<file path="src/rtl/alu_mul_seq_if.sv">
// Handshake and ALU-side signal bundle for the sequential shift-and-add multiplier.
// The slave modport is the multiplier itself; the master modport is everything
// around it: the controller issuing requests and the shared combinational adder.
interface alu_mul_seq_if #(
    parameter int WIDTH = 8
);
    // Controller request/response
    logic                   start;
    logic [WIDTH-1:0]       op_a;
    logic [WIDTH-1:0]       op_b;
    logic                   busy;
    logic                   done;
    logic [2*WIDTH-1:0]     product;

    // Shared ALU adder operands and result
    logic [WIDTH-1:0]       alu_a;
    logic [WIDTH-1:0]       alu_b;
    logic                   alu_cin;
    logic [WIDTH-1:0]       alu_sum;
    logic                   alu_cout;

    modport master (
        output start,
        output op_a,
        output op_b,
        input  busy,
        input  done,
        input  product,
        input  alu_a,
        input  alu_b,
        input  alu_cin,
        output alu_sum,
        output alu_cout
    );

    modport slave (
        input  start,
        input  op_a,
        input  op_b,
        output busy,
        output done,
        output product,
        output alu_a,
        output alu_b,
        output alu_cin,
        input  alu_sum,
        input  alu_cout
    );
endinterface

</file>
<file path="src/rtl/alu_mul_seq.sv">
// Sequential unsigned WIDTH x WIDTH shift-and-add multiplier. It borrows the
// datapath's existing combinational adder: each RUN cycle it presents the upper
// half of the accumulator and either the multiplicand or zero, then captures the
// 9-bit sum (carry included) shifted right by one together with the lower half.
// WIDTH iterations yield a 2*WIDTH product. Only WIDTH = 8 is verified.
module alu_mul_seq #(
    parameter int WIDTH = 8
) (
    input  logic            clk,
    input  logic            rst_n,
    alu_mul_seq_if.slave    bus
);
    localparam int CW = (WIDTH > 1) ? $clog2(WIDTH) : 1;
    localparam logic [CW-1:0] CNT_LAST = CW'(WIDTH - 1);
    localparam logic [CW-1:0] CNT_ONE  = CW'(1);

    typedef enum logic [1:0] {
        S_IDLE = 2'd0,
        S_RUN  = 2'd1,
        S_DONE = 2'd2
    } state_t;

    state_t                 state_q;
    logic [WIDTH-1:0]       m_q;
    logic [WIDTH-1:0]       acc_hi_q;
    logic [WIDTH-1:0]       acc_lo_q;
    logic [CW-1:0]          cnt_q;
    logic                   busy_q;
    logic                   done_q;
    logic [2*WIDTH-1:0]     product_q;

    logic [2*WIDTH-1:0]     acc_d;
    logic [WIDTH-1:0]       alu_a_d;
    logic [WIDTH-1:0]       alu_b_d;

    // Next accumulator: {cout, sum, acc_lo} shifted right by one, low 2*WIDTH bits.
    // The multiplier bit just consumed (acc_lo[0]) falls off the bottom.
    always_comb begin
        acc_d = {bus.alu_cout, bus.alu_sum, acc_lo_q[WIDTH-1:1]};
    end

    // Adder operands: only meaningful while iterating, parked at zero otherwise.
    always_comb begin
        alu_a_d = '0;
        alu_b_d = '0;
        if (state_q == S_RUN) begin
            alu_a_d = acc_hi_q;
            alu_b_d = acc_lo_q[0] ? m_q : '0;
        end
    end

    assign bus.alu_a   = alu_a_d;
    assign bus.alu_b   = alu_b_d;
    assign bus.alu_cin = 1'b0;
    assign bus.busy    = busy_q;
    assign bus.done    = done_q;
    assign bus.product = product_q;

    // Control FSM and datapath registers; busy/done are registered with the state.
    always_ff @(posedge clk or negedge rst_n) begin
        if (!rst_n) begin
            state_q   <= S_IDLE;
            m_q       <= '0;
            acc_hi_q  <= '0;
            acc_lo_q  <= '0;
            cnt_q     <= '0;
            busy_q    <= 1'b0;
            done_q    <= 1'b0;
            product_q <= '0;
        end else begin
            case (state_q)
                // DONE accepts a new request exactly like IDLE, giving
                // back-to-back operation when start is held.
                S_IDLE, S_DONE: begin
                    done_q <= 1'b0;
                    if (bus.start) begin
                        m_q      <= bus.op_a;
                        acc_hi_q <= '0;
                        acc_lo_q <= bus.op_b;
                        cnt_q    <= '0;
                        busy_q   <= 1'b1;
                        state_q  <= S_RUN;
                    end else begin
                        busy_q   <= 1'b0;
                        state_q  <= S_IDLE;
                    end
                end

                // One add-and-shift per cycle; start is ignored here.
                S_RUN: begin
                    acc_hi_q <= acc_d[2*WIDTH-1:WIDTH];
                    acc_lo_q <= acc_d[WIDTH-1:0];
                    cnt_q    <= cnt_q + CNT_ONE;
                    if (cnt_q == CNT_LAST) begin
                        product_q <= acc_d;
                        busy_q    <= 1'b0;
                        done_q    <= 1'b1;
                        state_q   <= S_DONE;
                    end
                end

                default: begin
                    busy_q  <= 1'b0;
                    done_q  <= 1'b0;
                    state_q <= S_IDLE;
                end
            endcase
        end
    end
endmodule

</file>
<file path="src/flat_wrapper.sv">
// flat-port wrapper written by rule: the top's interface ports become plain ports
module alu_mul_seq_flat 
#(
    parameter int WIDTH = 8
)
  (clk, rst_n, bus_start, bus_op_a, bus_op_b, bus_busy, bus_done, bus_product, bus_alu_a, bus_alu_b, bus_alu_cin, bus_alu_sum, bus_alu_cout);
  alu_mul_seq_if #(.WIDTH(WIDTH)) bus_i ();
  input  logic clk;
  input  logic rst_n;
  input wire logic [$bits(bus_i.start)-1:0] bus_start;
  input wire logic [$bits(bus_i.op_a)-1:0] bus_op_a;
  input wire logic [$bits(bus_i.op_b)-1:0] bus_op_b;
  output wire logic [$bits(bus_i.busy)-1:0] bus_busy;
  output wire logic [$bits(bus_i.done)-1:0] bus_done;
  output wire logic [$bits(bus_i.product)-1:0] bus_product;
  output wire logic [$bits(bus_i.alu_a)-1:0] bus_alu_a;
  output wire logic [$bits(bus_i.alu_b)-1:0] bus_alu_b;
  output wire logic [$bits(bus_i.alu_cin)-1:0] bus_alu_cin;
  input wire logic [$bits(bus_i.alu_sum)-1:0] bus_alu_sum;
  input wire logic [$bits(bus_i.alu_cout)-1:0] bus_alu_cout;
  assign bus_i.start = bus_start;
  assign bus_i.op_a = bus_op_a;
  assign bus_i.op_b = bus_op_b;
  assign bus_busy = bus_i.busy;
  assign bus_done = bus_i.done;
  assign bus_product = bus_i.product;
  assign bus_alu_a = bus_i.alu_a;
  assign bus_alu_b = bus_i.alu_b;
  assign bus_alu_cin = bus_i.alu_cin;
  assign bus_i.alu_sum = bus_alu_sum;
  assign bus_i.alu_cout = bus_alu_cout;
  alu_mul_seq #(.WIDTH(WIDTH)) u_core (.clk(clk), .rst_n(rst_n), .bus(bus_i));
endmodule
</file>
<file path="config.mk">
export PLATFORM = sky130hd
export DESIGN_NAME = alu_mul_seq_flat
export DESIGN_NICKNAME = d
export VERILOG_FILES = /design/src/rtl/alu_mul_seq_if.sv /design/src/rtl/alu_mul_seq.sv /design/src/flat_wrapper.sv
export SDC_FILE = /design/constraint.sdc
export NUM_CORES = 1
export LEC_CHECK = 0
export BUFFER_PORTS_ARGS = -buffer_cell sky130_fd_sc_hd__buf_2
export CORE_MARGIN = 2
export CORE_UTILIZATION = 35
export CTS_BUF_LIST = sky130_fd_sc_hd__clkbuf_8
export CTS_CLUSTER_DIAMETER = 150
export DETAILED_ROUTE_END_ITERATION = 12
export PLACE_DENSITY = 0.57
export SLEW_MARGIN = 20
export SYNTH_ARGS = -nofsm -noshare
export SYNTH_HDL_FRONTEND = slang
export SYNTH_SLANG_ARGS = --single-unit
export TNS_END_PERCENT = 1
</file>
<file path="constraint.sdc">
create_clock -name clk -period 1.5 [get_ports clk]
set_input_delay 0.3 -clock clk [delete_from_list [all_inputs] [get_ports clk]]
set_output_delay 0.3 -clock clk [all_outputs]
set_load 0.005 [all_outputs]
</file>
# After elaboration in Yosys (flattened, before gate mapping)
# Index checks and enable logic that the tools add are counted.
[word_totals]
wordCells = 37
out_inout_bits = 35
regBits = 47
[op_classes]
addsub = 1
eq_ne = 5
n_reduce_logical = 6
n_mux = 17
[op_table]
columns = ["operator", "n"]
rows = [
  ["8-bit two-way mux", 5],
  ["8-bit case mux with 2 select lines", 2],
  ["3-bit case mux with 2 select lines", 1],
  ["2-bit AND reduction", 3],
  ["1-bit two-way mux", 5],
  ["2-bit inequality test (second input constant)", 2],
  ["2-bit case mux with 2 select lines", 1],
  ["3-bit by 1-bit adder with 3-bit output (second input constant)", 1],
  ["3-bit equality test (second input constant)", 1],
  ["3-bit two-way mux", 1],
  ["2-bit by 1-bit equality test with 1-bit output (second input constant)", 1],
  ["2-bit equality test (second input constant)", 1],
  ["2-bit zero test", 1],
  ["2-bit two-way mux", 1],
  ["1-bit case mux with 2 select lines", 1],
  ["2-bit nonzero test", 1],
  ["2-bit OR reduction", 1],
]

# Logic depth before layout (Yosys ltp)
[logic_depth]
depth_word = 4
mapped_depth = 5

# Least setup slack after synthesis
# No wires, ideal clock.
[synth_timing]
path_type = "register -> register"
from = "reg u_core.cnt_q[0]"
to = "reg u_core.product_q[0], in the netlist u_core.bus.product[0]"
required_ps = 1375
setup_slack_ps = 11
path_buffers = 1
period_less_slack_ps = 1489
path_stages_with_launch = 6
setup_ps = 125
arrival_time_ps = 1364
path_cell_list = "dfrtp_1 > ha_1 > ha_1 > nand2_4 > buf_6 > mux2_4"
[synth_via]
elab_chain_cells = 2
[synth_rtl]
columns = ["element", "line", "rtl"]
rows = [
  ["start: declaration", "alu_mul_seq.sv:27", "logic [CW-1:0] cnt_q;"],
  ["start signal: assignment", "alu_mul_seq.sv:93", "cnt_q <= cnt_q + CNT_ONE;"],
  ["3-bit equality test", "alu_mul_seq.sv:94", "if (cnt_q == CNT_LAST) begin"],
  ["2-bit AND reduction (no line)", "--", ""],
  ["end signal: assignment", "alu_mul_seq.sv:69", "product_q <= '0;"],
  ["end signal: assignment", "alu_mul_seq.sv:95", "product_q <= acc_d;"],
  ["end: declaration", "alu_mul_seq.sv:30", "logic [2*WIDTH-1:0] product_q;"],
]
# No other way between the ends.
# A chain may end at the register's enable or synchronous reset.

==> metrics.cfg <==
[run]
drv_cap=0

[setup_path]
criticalPathCategory=reg2out
critPathSlowestCell=dfrtp_1
path_max_fanout=28
rr_startpoint=u_core.cnt_q[0]
path_delay_family=flip-flops
crit_chain=nor2b_4 > buf_12 > and3_1 > buf_2
worstPathRequired_ps=1200
worstSetupEndpointType=output port
arrival_ps=1310
startpoint_type=register
cp_num_buf_inv=2
cp-startpoint=u_core.bus.done
slowest_delay_ps=410

[yosys]
seq_area_frac_synth_pct=55.93
ys_top_cells_by_area=dfrtp_1 56%, mux2_2 9.8%, mux2_4 6.6%, a22o_1 5.1%, mux2i_1 3.4%
avgSynthCellArea_um2=13.45
syn_nets=183
yosysMostFrequentCell=dfrtp_1
ys_warn_count=0
synth_common_cells=46 x dfrtp_1, 18 x mux2_2, 12 x a22o_1
synthFlopType=dfrtp_1
synth_async_sr_flop_share_pct=100.0
synth-seq-cells=46
synth_edf_count=0
synth_cells=153
synthesis.area_um2=2058
synth_top_area_share_pct=55.93
synth_cell_type_count=24
yosysTopAreaCell=dfrtp_1

[sta]
worst-slew-pin-transition_ps=534.3
rsz0062_at_grt=true
whs_ps=230.5
setup_slack_ps=-105.9
relSlewSlack_pct=64.25
max_clock_freq_mhz=622.7
final.period_utilization_pct=107.1
hold_viol_final=0
tns_ps=-1482
clock_skew_ps=8.666
period_needed_ps=1606
drv_slew=0
finalSetupViolCount=23

[cts]
htreeDepth=2
cts_tree=done
clk_latency_ps=300
clk_pin_slew_ps=80
cts_buffer_depth=2
root_buffer=clkbuf_8
cts.sinks=46
cts_made_buffers=5

[placement]
place_ws_ps=-55.33
place_area_um2=2486
dpl.cell_count=285
gp_congestion=0.7027
dpl.hpwl_um=2752
port-buffer-count=61

[final_layout]
area_growth_syn_to_layout_pct=26.63
final_nets=252
drive_above_1_share_pct=49.33
antenna_cells=0
regArea_um2=1151
fin_util_pct=46.47
fillCellCount=558
final_cell_area_um2=2606
stdcell_count=295
multi_input_area_um2=847.1

[die]
die_w_um=80.69
dieArea_um2=6510
die_y_um=80.69
initial_utilization_pct=36.70
num_rows=27
io_pins=63
core_um2=5608

[min_path]
worstHoldStart=bus_op_a[7]
hold_class=in2reg

[drt]
remaining_drc_errors=0
vias=1431
wl_um=4065
wire_per_inst_um=13.78
drt_iter0_drc=65
drt_first_pass_iters=4
vias_per_cell=4.851
ant_nets=0

[grt]
grt_pass1_vias=1436
grt_usage_pct=13.65
antenna_found_initial=0
grt_max_degree=47
grt_overflow=0
grt_first_pass_wirelength_um=6762

[run_status]
status=finished, violations left
violations=negative setup slack

[power_and_ir_drop]
powerDensity_nw_per_um2=2011
ir_drop_v=0.0006746
total_power_mw=5.241
p_leak_nw=1.300

## final timing paths
path | to | slack [ps] | depth (start not counted)
worst min register to register | u_core.acc_hi_q[6] | 500 | 1
worst min-delay path | u_core.m_q[7] | 230 | 2
worst max register to register | u_core.bus.product[8] | -40 | 4
min in group asynchronous | u_core.acc_hi_q[1] | 490 | 3
max in group asynchronous | u_core.cnt_q[0] | 780 | 3
worst max-delay path | bus_alu_b[4] | -110 | 4
## layer usage
layer  part of all wire (%)  track usage, %
met5                      0               0
met4                    1.9           6.102
met3                    7.0           3.596
met2                     44           21.17
met1                     48           17.83
## placed cells by master, fill, tap and decap left out, drive strengths merged, types with 2 or more instances in the layout
cell / n
inv: 2
and3: 8
clkbuf: 6
a211oi: 7
mux2: 27
dfrtp: 46
a22o: 12
nor2: 2
a21o: 2
ha: 2
nor2b: 9
buf: 71
mux2i: 7
and2: 8
a21oi: 7
## layout make-up
cell class,instances,area share [%]
flip-flops and latches,46,44.17
multi-input cells,95,32.50
repair buffers,72,15.94
well taps,72,3.457
clock buffers,6,3.169
clock inverters,2,0.4801
inverters,2,0.2880
## kinds of logic after synthesis
kind of cell | count (synthesis) | synth area share [%]
multiplexers | 34 | 19.82
other | 1 | 0.1822
flip-flops | 46 | 55.93
AO/OA/AOI/OAI | 29 | 10.52
adder cells (fa/ha/maj) | 2 | 1.216
buffers and inverters | 12 | 3.282
XOR/XNOR | 1 | 0.4256
AND/OR/NAND/NOR | 28 | 8.633
## power breakdown
part / switching [mW] / internal (mW)
Combinational: 0.874 / 1.35
Sequential: 0.380 / 1.85
Clock: 0.414 / 0.371
Total: 1.67 / 3.57
## worst reg2reg max path: cells and delay by family, from the launching register on
family,cells,cell delay (ps)
adders and majority gates,2,420
DFF,1,390
muxes,1,380
and+or+nand+nor,1,250
## repair_timing
item	4_1_cts	5_1_grt
setup endpoints to repair	32	41
hold buffers	1	0
resized for setup	1	1
setup buffers	1	0
hold endpoints to repair	46	0
pin swaps	3	0
## state kept, by name, summed over array words and instances (netlist names)
register / count
u_core.bus.product: 16
u_core.acc_hi_q: 8
u_core.acc_lo_q: 8
u_core.m_q: 8
u_core.cnt_q: 3
u_core.bus.busy: 1
u_core.bus.done: 1
u_core.state_q: 1
Note: power is estimated with default switching activity, not from simulation.
